==> config.mk <==
export PLATFORM = sky130hd
export DESIGN_NAME = multi_spikecnt
export DESIGN_NICKNAME = d
export VERILOG_FILES = /design/src/rtl/multi_spikecnt.sv
export SDC_FILE = /design/constraint.sdc
export NUM_CORES = 1
export LEC_CHECK = 0
export ABC_AREA = 1
export BUFFER_PORTS_ARGS = -buffer_cell sky130_fd_sc_hd__buf_2
export CORE_MARGIN = 2
export CORE_UTILIZATION = 46
export DETAILED_ROUTE_END_ITERATION = 10
export PLACE_DENSITY = 0.65
export SLEW_MARGIN = 20
export SYNTH_ARGS = -nofsm -noshare
export SYNTH_HDL_FRONTEND = slang
export SYNTH_SLANG_ARGS = --single-unit
==> constraint.sdc <==
create_clock -name clk1 -period 2.3 [get_ports clk1]
set_clock_uncertainty 0.05 [all_clocks]
set_input_delay 0.345 -clock clk1 [delete_from_list [all_inputs] [get_ports clk1]]
set_output_delay 0.345 -clock clk1 [all_outputs]
set_load 0.1 [all_outputs]
==> src/rtl/multi_spikecnt.sv <==
// multi_spikecnt: multi-channel windowed spike counter.
//
// Each asynchronous spike line is synchronised into clk1, rising edges are
// counted per channel (saturating, with an optional refractory gap), and at
// every enabled window_tick all running counts are latched at once, a
// one-cycle valid is raised and the window id advances.
//
// Optional feature: define SPKCNT_DIFF_EN to add diff_out, the signed
// difference of each even/odd channel pair, latched together with the counts.
module multi_spikecnt #(
  parameter int unsigned NCH         = 4,
  parameter int unsigned CNT_W       = 32,
  parameter int unsigned SYNC_STAGES = 2,
  parameter int unsigned MIN_GAP     = 0,
  parameter int unsigned SEL_W       = (NCH > 1) ? $clog2(NCH) : 1
) (
  input  logic                             clk1,
  input  logic                             reset_n,
  input  logic [NCH-1:0]                   spike_in,
  input  logic                             enable,
  input  logic                             window_tick,
  input  logic [SEL_W-1:0]                 rd_sel,
  output logic [CNT_W-1:0]                 cnt_out,
  output logic [NCH*CNT_W-1:0]             cnt_all,
  output logic [NCH-1:0]                   ovf,
  output logic                             valid,
`ifdef SPKCNT_DIFF_EN
  output logic [(NCH/2)*(CNT_W+1)-1:0]     diff_out,
`endif
  output logic [15:0]                      win_id
);

  // Refractory counter only needs to hold MIN_GAP; keep at least one bit.
  localparam int unsigned GapW = (MIN_GAP > 0) ? $clog2(MIN_GAP + 1) : 1;
  localparam logic [GapW-1:0]  GapLoad = GapW'(MIN_GAP);
  localparam logic [CNT_W-1:0] CntMax  = '1;

  // Synchroniser chain and edge-detect history
  logic [NCH-1:0][SYNC_STAGES-1:0] sync_q, sync_d;
  logic [NCH-1:0]                  prev_q, prev_d;

  // Running window state
  logic [NCH-1:0][CNT_W-1:0]       run_q, run_d;
  logic [NCH-1:0]                  run_ovf_q, run_ovf_d;
  logic [NCH-1:0][GapW-1:0]        gap_q, gap_d;

  // Latched window results
  logic [NCH-1:0][CNT_W-1:0]       lat_q, lat_d;
  logic [NCH-1:0]                  ovf_q, ovf_d;
  logic                            valid_q, valid_d;
  logic [15:0]                     win_q, win_d;
  logic [CNT_W-1:0]                cnt_out_q, cnt_out_d;

  // Per-cycle decode
  logic                            close;
  logic [NCH-1:0]                  edge_det;
  logic [NCH-1:0]                  counted;
  logic [NCH-1:0]                  sat;
  logic [NCH-1:0][CNT_W-1:0]       run_inc;

  // A window closes only while counting is enabled.
  assign close = window_tick & enable;

  // Synchroniser shift, edge detection, counting and refractory gap per channel
  always_comb begin
    sync_d   = sync_q;
    prev_d   = prev_q;
    edge_det = '0;
    counted  = '0;
    sat      = '0;
    run_inc  = run_q;
    gap_d    = gap_q;
    for (int unsigned i = 0; i < NCH; i++) begin
      sync_d[i]   = {sync_q[i][SYNC_STAGES-2:0], spike_in[i]};
      prev_d[i]   = sync_q[i][SYNC_STAGES-1];
      edge_det[i] = sync_q[i][SYNC_STAGES-1] & ~prev_q[i];
      // Edges inside the refractory gap are dropped and do not re-arm it.
      counted[i]  = edge_det[i] & enable & (gap_q[i] == '0);
      // An edge arriving at full scale is lost; that is what flags overflow.
      sat[i]      = counted[i] & (run_q[i] == CntMax);
      if (counted[i] && !sat[i]) begin
        run_inc[i] = run_q[i] + CNT_W'(1);
      end
      // The gap timer keeps running even while enable is low.
      if (counted[i]) begin
        gap_d[i] = GapLoad;
      end else if (gap_q[i] != '0) begin
        gap_d[i] = gap_q[i] - GapW'(1);
      end
    end
  end

  // Window close: latch counts including this cycle's edge, then restart
  always_comb begin
    run_d     = run_inc;
    run_ovf_d = run_ovf_q | sat;
    lat_d     = lat_q;
    ovf_d     = ovf_q;
    win_d     = win_q;
    valid_d   = close;
    if (close) begin
      lat_d     = run_inc;
      ovf_d     = run_ovf_q | sat;
      run_d     = '0;
      run_ovf_d = '0;
      win_d     = win_q + 16'd1;
    end
  end

  // Registered readout mux; out-of-range selects read as zero
  always_comb begin
    cnt_out_d = '0;
    for (int unsigned i = 0; i < NCH; i++) begin
      if (rd_sel == SEL_W'(i)) begin
        cnt_out_d = lat_q[i];
      end
    end
  end

  // State registers
  always_ff @(posedge clk1 or negedge reset_n) begin
    if (!reset_n) begin
      sync_q    <= '0;
      prev_q    <= '0;
      run_q     <= '0;
      run_ovf_q <= '0;
      gap_q     <= '0;
      lat_q     <= '0;
      ovf_q     <= '0;
      valid_q   <= 1'b0;
      win_q     <= '0;
      cnt_out_q <= '0;
    end else begin
      sync_q    <= sync_d;
      prev_q    <= prev_d;
      run_q     <= run_d;
      run_ovf_q <= run_ovf_d;
      gap_q     <= gap_d;
      lat_q     <= lat_d;
      ovf_q     <= ovf_d;
      valid_q   <= valid_d;
      win_q     <= win_d;
      cnt_out_q <= cnt_out_d;
    end
  end

`ifdef SPKCNT_DIFF_EN
  if ((NCH % 2) != 0) begin : g_nch_odd
    $error("multi_spikecnt: NCH must be even when SPKCNT_DIFF_EN is defined");
  end

  logic [NCH/2-1:0][CNT_W:0] diff_q, diff_d;

  // Agonist minus antagonist per pair, captured on the same edge as lat
  always_comb begin
    diff_d = diff_q;
    if (close) begin
      for (int unsigned k = 0; k < NCH / 2; k++) begin
        diff_d[k] = {1'b0, lat_d[2*k]} - {1'b0, lat_d[2*k+1]};
      end
    end
  end

  // Pair difference register
  always_ff @(posedge clk1 or negedge reset_n) begin
    if (!reset_n) begin
      diff_q <= '0;
    end else begin
      diff_q <= diff_d;
    end
  end

  assign diff_out = diff_q;
`endif

  assign cnt_all = lat_q;
  assign ovf     = ovf_q;
  assign valid   = valid_q;
  assign win_id  = win_q;
  assign cnt_out = cnt_out_q;

endmodule

* Word-level counts from Yosys, hierarchy flattened
Cells that the tools add are included.
** Operators by class
- Add/subtract/negate cells :: 9
- Multipliers :: 0
- Divide/modulo/power cells :: 0
- $lt $le $gt $ge :: 0
- Eq/ne operators :: 7
- Shift-type cells :: 0
- Multiplexer cells :: 18
- Bitwise operators :: 26
- Reduce and logical (&&, ||, !) cells :: 9
** Operators by type and width (number)
- 32-bit 2-to-1 mux :: 8
- 32-bit by 1-bit adder with 32-bit output, second input constant :: 4
- 32-bit equality test, second input constant :: 4
- 128-bit 2-to-1 mux :: 1
- 1-bit AND :: 17
- 16-bit by 1-bit adder with 16-bit output, second input constant :: 1
- 1-bit 2-to-1 mux :: 8
- 1-bit inverter :: 8
- 2-bit equality test, second input constant :: 2
- 1-bit logical AND :: 4
- 1-bit zero test :: 4
- 4-bit 2-to-1 mux :: 1
- 4-bit OR :: 1
- 1-bit subtractor, second input constant :: 4
- 2-bit by 1-bit equality test with 1-bit output, second input constant :: 1
- 2-bit zero test :: 1
** Storage, ports and cells
- Register bits after elaboration :: 329
- Latch bits :: 0
- Memory bits (writable) :: 0
- ROM bits :: 0
- Output and inout bits :: 181
- Word-level logic and storage cells :: 91
- Memories :: 0

* Longest topological paths before layout
- Word-level depth :: 9
- Gate-level depth with buffers :: 13
- Depth with buffers taken out :: 12

* Worst setup path after synthesis
OpenSTA, ideal clock, no wires.
- Kind :: reg-to-reg
- Start point :: register win_q[1] (netlist: win_id[1])
- End point :: register win_q[12] (netlist: win_id[12])
- Arrival time :: 2.140 ns
- Path slack :: -0.011 ns
- Cell stages (with the launch flop) :: 11
- Path buffers :: 0
- Clock period less this slack :: 2.311 ns
- Path through :: dfrtp_1 -> ha_1 -> inv_1 -> nor2_4 -> nand2_1 -> nor2_1 -> nand2_1 -> nor2_1 -> nand2_1 -> xor2_1 -> inv_1
** Between the ends
- Word-level cells in the longest chain between the ends :: 1
** Ends and longest elaborated chain
- from (decl) :: line 51 : logic [15:0] win_q, win_d;
- from (signal assigned) :: line 142 : win_q <= win_d;
- 16-bit by 1-bit adder with 16-bit output :: line 106 : win_d = win_q + 16'd1;
Every way passes these cells.
A chain may end at the register's enable or synchronous reset.

* Worst setup path after layout
- Start point :: register run_q[64] in the netlist's numbering
- End point :: register run_ovf_q[2]
** Between the ends
- Word-level cells in the longest chain between the ends :: 4
** Ends and longest elaborated chain
- from (decl) :: line 43 : logic [NCH-1:0][CNT_W-1:0] run_q, run_d;
- from (signal assigned) :: line 136 : run_q <= run_d;
- 32-bit equality test :: line 80 : sat[i] = counted[i] & (run_q[i] == CntMax);
- 1-bit AND :: line 80
- 4-bit OR :: line 96 : run_ovf_d = run_ovf_q | sat;
- 4-bit 2-to-1 mux :: line 101 : if (close) begin
- named net run_ovf_d[2] :: line 44 : logic [NCH-1:0] run_ovf_q, run_ovf_d;
- to (signal assigned) :: line 137 : run_ovf_q <= run_ovf_d;
- to (decl) :: line 44
The timed path passes the listed nets, and every way through them passes these cells.

==> metrics <==
Sequential Power Share 44.1%; P&R area growth vs syn 17.7%; sw power ~3.8 mW; number of synthesized register bits about 330; drt wl/cell roughly 18 um; DR vias 15,690; internal power 9.82 mW; min Tclk post-route about 2100 ps; Final setup viols 0; Top FF cell, synth dfrtp_1; first-pass GRT wire length approximately 85,000 um; Clk pwr share 44.9%; io pins 191; Sw Ratio around 28%; antenna violations before repair 1; Antenna Cells 0; status complete, no violations; Die H about 200 um; critical path peak fanout 18; num rows 69; Hold Path Depth 4; Yosys cell types 38; WP data arrival roughly 2500 ps; CTS tree yes; Core Region 35,700 um^2; startpoint types flop; Hold Path Origin rd_sel[1]; critical path class reg2reg; pwr dens approximately 690 nW/um^2; Post-Synthesis Cells roughly 2,300; CP cell instances ha_1, nand2_1, nor2_2, nand2_4, nor2_8, nand3_4, o21ai_0, inv_1, nor2_1; Fin. Hold Viols 0; layout cell share with drive strength beyond 1 a little over an eighth; via/cell ratio ~5.2; hold_ws roughly 240 ps; largest net degree at the start of global routing 128; final period utilization 92.3%; YS warnings 0; TritonRoute pass-1 iters 5; Worst Hold Path EP cnt_out[3]$_DFF_PN0_; initial drt markers roughly 1,500; Chip Width between 150 and 200 um; RSZ-0062 raised after global routing no; residual DRC count 0; syn_nets 2,324; Comb pwr share a little over a tenth; maximum clock rate 471 MHz; Critical Path Max Stage Delay 410 ps; Port Buffers 190; mean post-synth cell area 7.26 um^2; Cell Area, Synth between 15,000 and 20,000 um^2; CTS Buffer Depth 3; final slew viol count 0; vias in the first global route about 15,000; critical path's slowest cell dfrtp_1; sequential area share after synthesis 48.5%; worst reg2reg startpoint run_q[64]$_DFF_PN0_; Root Driver clkbuf_16; FF-to-FF End run_ovf_q[2]$_DFF_PN0_; R2R depth 9; Num CTS Buffers 36; DIE AREA 38,000 um^2; setup TNS 0 ps; antenna-violating nets left 0; Max transition margin 52.5%; Worst Tran Pin Value 712 ps; worst min-delay path class in2reg; post-detail-place hpwl roughly 42,000 um; CP Data Required Time between 2000 and 3000 ps; GP Congestion 0.957; Initial Utilization 46.9%; max-cap viol count 0; CP endpoint kind flop; All-Layer GR Usage 28.9%; remaining global-route overflow 0; Worst-Skew Late Latency 530 ps; Lkg Pwr ~10 nW; final wirelength 54,700 um; ys async rst share 100%; CTS H-Tree Depth 2; Reg clk slew, reported paths 60 ps; # clock sinks 325; nets@finish 2,525; maximum vdd ir drop 0.631 mV; Reg2Reg Setup Slack 180 ps; Post-synth EDFFs 0
## power groups by stage
stage | sequential, mW | combinational (mW) | clock (mW)
5_1_grt | 6.02 | 1.59 | 6.43
4_1_cts | 6.00 | 1.51 | 6.20
3_3_place_gp | 6.10 | 1.48 | 0
2_1_floorplan | 6.79 | 0.360 | 0
6_report | 6.01 | 1.50 | 6.12
3_5_place_dp | 6.11 | 1.50 | 0
## per-stage QoR
stage | total power [mW] | cell area [um^2] | std cells | utilization, % | setup slack, ps
after floorplan | 7.15 | 16800 | 2309 | - | 216
after global placement | 7.58 | 18400 | 2928 | 51.5 | 117
after detailed placement | 7.60 | 18400 | 2928 | 51.5 | 93.6
after CTS | 13.7 | 19700 | 2997 | 55.1 | 160
after global routing | 14.0 | 19700 | 2997 | 55.2 | 6.21
final | 13.6 | 19700 | 2997 | 55.2 | 178
## routing by layer
| layer | GRT usage [%] | wire (um) | vias up | part of all wire [%] |
|---|---|---|---|---|
| met1 | 40.8 | 24500 | 7366 | 45 |
| met5 | 0 | 0 | - | 0 |
| li1 | - | - | 7670 | - |
| met3 | 4.56 | 3990 | 103 | 7.3 |
| met4 | 11.7 | 2230 | 0 | 4.1 |
| met2 | 44.5 | 24000 | 551 | 44 |
## layout make-up
cell class	instances	area, um^2
Inverter	192	726
Tap cell	461	577
Clock inverter	10	153
Sequential cell	325	8140
Fill cell	3479	16000
Multi-Input combinational cell	1714	7590
Timing Repair Buffer	241	1460
Clock buffer	54	1090
## state kept, by name (all words and copies together) (netlist names)
name and flops:
cnt_all 128, cnt_out 32, ovf 4, prev_d 4, prev_q 4, run_ovf_q 4, run_q 128, sync_d 4
valid 1, win_id 16
## logic make-up (layout without fill, tap and decap cells)
kind of cell	Yosys count	in the layout	synth area share (%)
AND/OR/NAND/NOR	1556	1556	38.8
flip-flops	325	325	48.5
buffers and inverters	270	497	6.43
AO/OA/AOI/OAI	112	112	3.76
XOR/XNOR	41	41	2.14
adder cells (fa/ha/maj)	5	5	0.373
## placed cells by master (no fill, tap or decap), drive strengths merged, types with 4 or more instances in the layout
| cell type | count |
|---|---|
| nand2 | 928 |
| nand4 | 60 |
| ha | 5 |
| xor2 | 14 |
| bufinv | 4 |
| nor3 | 15 |
| dfrtp | 325 |
| clkinv | 5 |
| nor2 | 325 |
| o21ai | 46 |
| buf | 236 |
| and2 | 4 |
| dlygate4sd3 | 5 |
| xnor2 | 27 |
| inv | 192 |
| nand3b | 6 |
| a21oi | 48 |
| a221oi | 12 |
| clkbuf | 54 |
| nand3 | 215 |
## Yosys cell counts, types with 17 or more instances
cell type	instances	area [um^2]
nand2_1	909	3410
dfrtp_1	325	8130
nor2_1	310	1160
nand3_1	211	1060
inv_1	189	709
nand4_1	60	375
clkbuf_1	52	195
a21oi_1	45	225
xnor2_1	27	236
o21ai_0	23	115
o21ai_1	23	115
buf_2	17	85.1
## worst max-delay path by stage
stage | slack (ps) | startpoint | endpoint | cells after the start
floorplan | 220 | win_id[3]$_DFFE_PN0P_ | win_id[13]$_DFFE_PN0P_ | 5
global placement | 120 | enable | cnt_all[91]$_DFFE_PN0P_ | 11
detailed placement | 90 | enable | run_q[91]$_DFF_PN0_ | 12
CTS | 160 | run_q[64]$_DFF_PN0_ | cnt_all[69]$_DFFE_PN0P_ | 11
global route | 6 | run_q[64]$_DFF_PN0_ | cnt_all[66]$_DFFE_PN0P_ | 11
finish | 180 | run_q[64]$_DFF_PN0_ | run_ovf_q[2]$_DFF_PN0_ | 9
## critical path: cells and delay by family, from the launching register on
| kind | cells | cell delay (ps) |
|---|---|---|
| AOI/OAI and AO/OA | 1 | 370 |
| adders and majority gates | 1 | 260 |
| buffers and inverters | 1 | 90 |
| DFF | 1 | 410 |
| and+or+nand+nor | 6 | 870 |
## timing repair
action                     4_1_cts  5_1_grt
gates resized for setup          0        3
setup endpoints to repair        0       18
buffers inserted                 0        0
hold buffers                     5        0
hold endpoints to repair        59        0
(Power assumes the default switching activity.)
